[src/rtl/stopwatch_pkg.sv]
`default_nettype none
// ============================================================================
// Module   : stopwatch_pkg
// Brief    : Shared state type and default debounce window for stopwatch_ctrl.
// Revision : 1.0
// ============================================================================
package stopwatch_pkg;

  typedef enum logic [0:0] {
    PAUSED = 1'b0,
    RUN    = 1'b1
  } sw_state_t;

  // 20 ms at a 50 MHz board clock
  localparam int DB_CYCLES_50MHZ = 1000000;

endpackage
`default_nettype wire

[src/rtl/stopwatch_ctrl_if.sv]
`default_nettype none
// ============================================================================
// Module   : stopwatch_ctrl_if
// Brief    : Front-panel bundle between the buttons/counter and stopwatch_ctrl.
// Revision : 1.0
// ============================================================================
interface stopwatch_ctrl_if;

  logic key_pause_n;
  logic key_clr_n;
  logic over;
  logic pause;
  logic clr;
  logic over_led;

  modport master (
    output key_pause_n, key_clr_n, over,
    input  pause, clr, over_led
  );

  modport slave (
    input  key_pause_n, key_clr_n, over,
    output pause, clr, over_led
  );

endinterface
`default_nettype wire

[src/rtl/key_debounce.sv]
`default_nettype none
// ============================================================================
// Module   : key_debounce
// Brief    : Synchronize, debounce and edge-detect one active-low push-button.
// Revision : 1.0
// ============================================================================
module key_debounce
  import stopwatch_pkg::*;
#(
  parameter int DB_CYCLES = DB_CYCLES_50MHZ
) (
  input  logic clk,
  input  logic rst_n,
  input  logic key_n,
  output logic press
);

  localparam int c_cnt_w = (DB_CYCLES > 1) ? $clog2(DB_CYCLES) : 1;
  localparam logic [c_cnt_w-1:0] c_cnt_last = c_cnt_w'(DB_CYCLES - 1);

  logic [1:0]         r_sync;
  logic [1:0]         r_prime;
  logic               r_armed;
  logic               r_level;
  logic               r_press;
  logic [c_cnt_w-1:0] r_cnt;
  logic               w_sample;
  logic               w_differ;

  assign w_sample = r_sync[1];
  assign w_differ = (w_sample != r_level);

  // r_armed blocks the first press until the key is seen released once the
  // synchronizer holds real samples, so a key held across reset stays silent.
  always_ff @(posedge clk or negedge rst_n) begin
    if (!rst_n) begin
      r_sync  <= 2'b11;
      r_prime <= 2'b00;
      r_armed <= 1'b0;
      r_level <= 1'b1;
      r_press <= 1'b0;
      r_cnt   <= '0;
    end else begin
      r_sync  <= {r_sync[0], key_n};
      r_prime <= {r_prime[0], 1'b1};
      r_press <= 1'b0;
      if (r_prime[1] && w_sample) begin
        r_armed <= 1'b1;
      end
      if (!w_differ) begin
        r_cnt <= '0;
      end else if (r_cnt == c_cnt_last) begin
        r_cnt   <= '0;
        r_level <= w_sample;
        r_press <= r_armed && !w_sample;
      end else begin
        r_cnt <= r_cnt + 1'b1;
      end
    end
  end

  assign press = r_press;

endmodule
`default_nettype wire

[src/rtl/stopwatch_ctrl.sv]
`default_nettype none
// ============================================================================
// Module   : stopwatch_ctrl
// Brief    : Pause/clear button control and overflow handling for the stopwatch.
// Revision : 1.0
// ============================================================================
module stopwatch_ctrl
  import stopwatch_pkg::*;
#(
  parameter int DB_CYCLES    = DB_CYCLES_50MHZ,
  parameter bit STOP_ON_OVER = 1'b1
) (
  input  logic             clk,
  input  logic             rst_n,
  stopwatch_ctrl_if.slave  bus
);

  logic       w_pause_press;
  logic       w_clr_press;
  logic       w_stop;
  logic [1:0] r_over_sync;
  logic       r_over_prev;
  logic       r_over_rise;
  sw_state_t  r_state;
  logic       r_pause;
  logic       r_clr;
  logic       r_over_led;

  key_debounce #(.DB_CYCLES(DB_CYCLES)) u_key_pause (
    .clk   (clk),
    .rst_n (rst_n),
    .key_n (bus.key_pause_n),
    .press (w_pause_press)
  );

  key_debounce #(.DB_CYCLES(DB_CYCLES)) u_key_clr (
    .clk   (clk),
    .rst_n (rst_n),
    .key_n (bus.key_clr_n),
    .press (w_clr_press)
  );

  always_ff @(posedge clk or negedge rst_n) begin
    if (!rst_n) begin
      r_over_sync <= 2'b00;
      r_over_prev <= 1'b0;
      r_over_rise <= 1'b0;
    end else begin
      r_over_sync <= {r_over_sync[0], bus.over};
      r_over_prev <= r_over_sync[1];
      r_over_rise <= r_over_sync[1] & ~r_over_prev;
    end
  end

  assign w_stop = r_over_rise & STOP_ON_OVER;

  // Event priority: clear, then overflow stop, then pause toggle.
  always_ff @(posedge clk or negedge rst_n) begin
    if (!rst_n) begin
      r_state    <= PAUSED;
      r_pause    <= 1'b1;
      r_clr      <= 1'b0;
      r_over_led <= 1'b0;
    end else begin
      r_clr <= 1'b0;
      if (w_clr_press) begin
        r_state <= PAUSED;
        r_pause <= 1'b1;
        r_clr   <= 1'b1;
      end else if (w_stop) begin
        r_state <= PAUSED;
        r_pause <= 1'b1;
      end else if (w_pause_press) begin
        if (r_state == PAUSED) begin
          r_state <= RUN;
          r_pause <= 1'b0;
        end else begin
          r_state <= PAUSED;
          r_pause <= 1'b1;
        end
      end

      if (w_clr_press) begin
        r_over_led <= 1'b0;
      end else if (r_over_rise) begin
        r_over_led <= 1'b1;
      end
    end
  end

  assign bus.pause    = r_pause;
  assign bus.clr      = r_clr;
  assign bus.over_led = r_over_led;

endmodule
`default_nettype wire

[src/flat_wrapper.sv]
// flat-port wrapper written by rule: the top's interface ports become plain ports
module stopwatch_ctrl_flat import stopwatch_pkg::*;
#(
  parameter int DB_CYCLES    = DB_CYCLES_50MHZ,
  parameter bit STOP_ON_OVER = 1'b1
)
  (clk, rst_n, bus_key_pause_n, bus_key_clr_n, bus_over, bus_pause, bus_clr, bus_over_led);
  stopwatch_ctrl_if bus_i ();
  input  logic clk;
  input  logic rst_n;
  input wire logic [$bits(bus_i.key_pause_n)-1:0] bus_key_pause_n;
  input wire logic [$bits(bus_i.key_clr_n)-1:0] bus_key_clr_n;
  input wire logic [$bits(bus_i.over)-1:0] bus_over;
  output wire logic [$bits(bus_i.pause)-1:0] bus_pause;
  output wire logic [$bits(bus_i.clr)-1:0] bus_clr;
  output wire logic [$bits(bus_i.over_led)-1:0] bus_over_led;
  assign bus_i.key_pause_n = bus_key_pause_n;
  assign bus_i.key_clr_n = bus_key_clr_n;
  assign bus_i.over = bus_over;
  assign bus_pause = bus_i.pause;
  assign bus_clr = bus_i.clr;
  assign bus_over_led = bus_i.over_led;
  stopwatch_ctrl #(.DB_CYCLES(DB_CYCLES), .STOP_ON_OVER(STOP_ON_OVER)) u_core (.clk(clk), .rst_n(rst_n), .bus(bus_i));
endmodule
[config.mk]
export PLATFORM = sky130hd
export DESIGN_NAME = stopwatch_ctrl_flat
export DESIGN_NICKNAME = d
export VERILOG_FILES = /design/src/rtl/stopwatch_pkg.sv /design/src/rtl/stopwatch_ctrl_if.sv /design/src/rtl/key_debounce.sv /design/src/rtl/stopwatch_ctrl.sv /design/src/flat_wrapper.sv
export SDC_FILE = /design/constraint.sdc
export NUM_CORES = 1
export LEC_CHECK = 0
export CELL_PAD_IN_SITES_DETAIL_PLACEMENT = 2
export CELL_PAD_IN_SITES_GLOBAL_PLACEMENT = 2
export CORE_MARGIN = 2
export CORE_UTILIZATION = 43
export CTS_BUF_LIST = sky130_fd_sc_hd__clkbuf_4
export CTS_CLUSTER_SIZE = 28
export DETAILED_ROUTE_END_ITERATION = 12
export HOLD_SLACK_MARGIN = 0.08
export PLACE_DENSITY = 0.84
export SYNTH_ARGS = -nofsm -noshare
export SYNTH_HDL_FRONTEND = slang
export SYNTH_HIERARCHICAL = 1
export SYNTH_SLANG_ARGS = --single-unit
[constraint.sdc]
create_clock -name clk -period 2.47 [get_ports clk]
set_clock_uncertainty 0.05 [all_clocks]
set_input_delay 0.247 -clock clk [delete_from_list [all_inputs] [get_ports clk]]
set_output_delay 0.247 -clock clk [all_outputs]
set_load 0.005 [all_outputs]
==> impl_metrics.toml <==
[die]
rows = 29
ioPinCount = 8
die_h_um = 83.7
start_util_pct = 43.7
fp.dieArea_mm2 = 0.00700
coreArea_mm2 = 0.00624
die_x_um = 83.7

[detailed_routing]
routed_wl_mm = 6.66
routedWlPerCell_um = 19.3
final_antenna_net_count = 0
drc_errors = 0
drt_iter0_drc = 48
drtPass1Iterations = 4
route.vias.total = 1933
viasPerCell = 5.60

[cts]
clkTransAtPathRegs_ps = 100
cts_setup_buffers = 0
cts_buffers = 9
cts_resized = 0
clockRootBuffer = "clkbuf_4"
clock-sinks = 62
clock_latency_ps = 400
clock_path_buffers = 2
cts_tree = "built"
htreeDepth = 3

[grt]
grt_max_degree = 30
grtUsageTotal_pct = 21.2
grt-ovfl-total = 0
grt_antenna_before_repair = 0
grt_pass1_vias = 2259
grt_first_pass_wirelength_mm = 11.7

[logic_synthesis]
synth_seq_cells = 62
synth_top_cells_by_count = "dfrtp_1 (55), nor2_1 (31), nand2_1 (19), xor2_1 (16), nand3_1 (14)"
yosysWarnings = 6
synthArstFlopShare_pct = 100
yosysTopAreaCell = "dfrtp_1"
netlist_area_mm2 = 0.00273
synth_top_area_share_pct = 50.4
synth_nets = 251
synth_edf_count = 0
synth_most_common_cell = "dfrtp_1"
synthCells = 244
yosys.cell_types.count = 29
synthTopCellsByArea = "dfrtp_1 (50%), dfstp_2 (6.7%), xor2_1 (5.1%)"
synth_area_per_cell_um2 = 11.2
synth-main-ff-cell = "dfrtp_1"
ys_seq_area_share_pct = 57.2

[setup_path]
crit_type = "reg2reg"
path_max_fanout = 7
worst_path_largest_cell_delay_ps = 510
required_ps = 2740
slowest_stage = "or3_1"
cp_cell_sequence = "ha_1, nand2_1, or3_1, or4_1, a21oi_1"
arrival_ps = 2380
crit_path_start_kind = "register"
critPathCaptureType = "register"

[placement]
place.gp.congestion = 0.732
dp_hpwl_mm = 4.62
portBuffers = 7

[outcome]
status = "complete, no violations"

[layout]
antenna_cells = 0
area_growth_pct = 12.0
fillerInstances = 660
final_core_util_pct = 49.0
final_nets = 270
drive_gt1_share_pct = 13.8

[sta]
slew_violations = 0
max_freq_ghz = 0.474
grt_setup_unrepaired = "false"
finalCriticalPeriod_ps = 2110
finalHoldViolCount = 0
setup-tns-final_ps = 0
setup_viol = 0
relSlewSlack_pct = 53.3
worst_pin_slew_ps = 701
timing.final.crit_share_pct = 85.5

[pwr]
fin_total_pwr_mw = 1.83
peakVddDrop_mv = 0.402
power_density_mw_per_mm2 = 597
leakagePower_nw = 1.28

[flow_run]
maxCapViolations = 0

[hold_path]
hp-class = "in2reg"
[cell families after synthesis]
family	after synthesis	share of synthesized area, %
AND/OR/NAND/NOR	114	23.3
flip-flops	62	57.2
AO/OA/AOI/OAI	28	7.34
XOR/XNOR	27	8.67
buffers and inverters	6	1.10
multiplexers	3	1.19
adder cells (fa/ha/maj)	2	0.917
other	2	0.275
[path summary, 6_finish.rpt]
| check | from | to | slack [ps] | cells past startpoint |
|---|---|---|---|---|
| max | u_core/u_key_clr/r_cnt[0] | u_core/u_key_clr/r_cnt[18] | 360 | 5 |
| min | bus_key_clr_n | u_core/u_key_clr/r_sync[0] | 210 | 1 |
| max reg2reg | u_core/u_key_clr/r_cnt[0] | u_core/u_key_clr/r_cnt[18] | 360 | 5 |
| min reg2reg | u_core/u_key_pause/r_sync[0] | u_core/u_key_pause/r_sync[1] | 310 | 0 |
| max in group asynchronous | rst_n | u_core/u_key_pause/r_sync[0] | 1190 | 3 |
| min in group asynchronous | rst_n | u_core/u_key_pause/r_cnt[8] | 370 | 2 |
[power breakdown]
part           leakage (nW)  switching, mW  total (mW)  internal [mW]
clock                0.0763          0.397       0.709          0.312
sequential            0.804         0.0158        1.05           1.04
combinational         0.396         0.0434      0.0662         0.0228
total                  1.28          0.456        1.83           1.37
[sequential cells by signal, summed over array words and instances (netlist names), 2 cells and up]
register / flops
u_core/u_key_clr/r_sync: 2
u_core/r_over_sync: 2
u_core/u_key_pause/r_prime: 2
u_core/u_key_pause/r_cnt: 20
u_core/u_key_clr/r_cnt: 20
u_core/u_key_pause/r_sync: 2
u_core/u_key_clr/r_prime: 2
[final cells by class]
| class | instances | area (um^2) | area share [%] |
|---|---|---|---|
| clock buffer | 9 | 67.6 | 2.21 |
| clock inverter | 7 | 73.8 | 2.42 |
| multi-input combinational | 176 | 1140 | 37.2 |
| sequential | 62 | 1560 | 51.0 |
| tap | 77 | 96.3 | 3.15 |
| timing repair buffer | 14 | 120 | 3.93 |
[through the flow]
step           instance area [um^2]  worst slack (ps)  cells  hold slack (ps)
6_report                       3060               359    345              208
4_1_cts                        3060               386    345              184
5_1_grt                        3060               209    345              169
3_5_place_dp                   2910               446    328              284
3_3_place_gp                   2910               570    328              274
2_1_floorplan                  2730               636    244            -98.6
[routing by layer]
metal  vias up  share of wire (%)  GRT usage [%]  wire (um)
met5         -                  0              0          0
met4         0                1.3           6.30         86
met3         8                1.7           3.96        111
met2        18                 54           38.5       3630
met1      1001                 43           25.5       2830
li1        906                  -              -          -
[repair_timing]
item                                    CTS  global route
endpoints found under the setup margin    0             0
hold buffers                              1             0
hold endpoints to repair                 24             0
[critical path: cells and delay by family, from the launching register on]
family	cells	cell delay, ps
DFF	1	410
and+or+nand+nor	3	1160
AOI/OAI and AO/OA	1	160
adders and majority gates	1	250
[layout by cell type, fill, tap and decap left out, types with 4 or more instances in the layout]
cell type / count
o21ai_0: 8
o31ai_1: 4
nand2_1: 19
nor4_1: 4
xor2_1: 16
and3_1: 8
nand3_1: 14
and4_1: 8
dfrtp_1: 55
or4_1: 6
nor2_1: 31
or3_1: 10
a21oi_1: 12
dfstp_2: 7
clkbuf_4: 9
clkdlybuf4s50_1: 6
nor4b_1: 4
xnor2_1: 11
buf_4: 6
(Power assumes the default switching activity.)
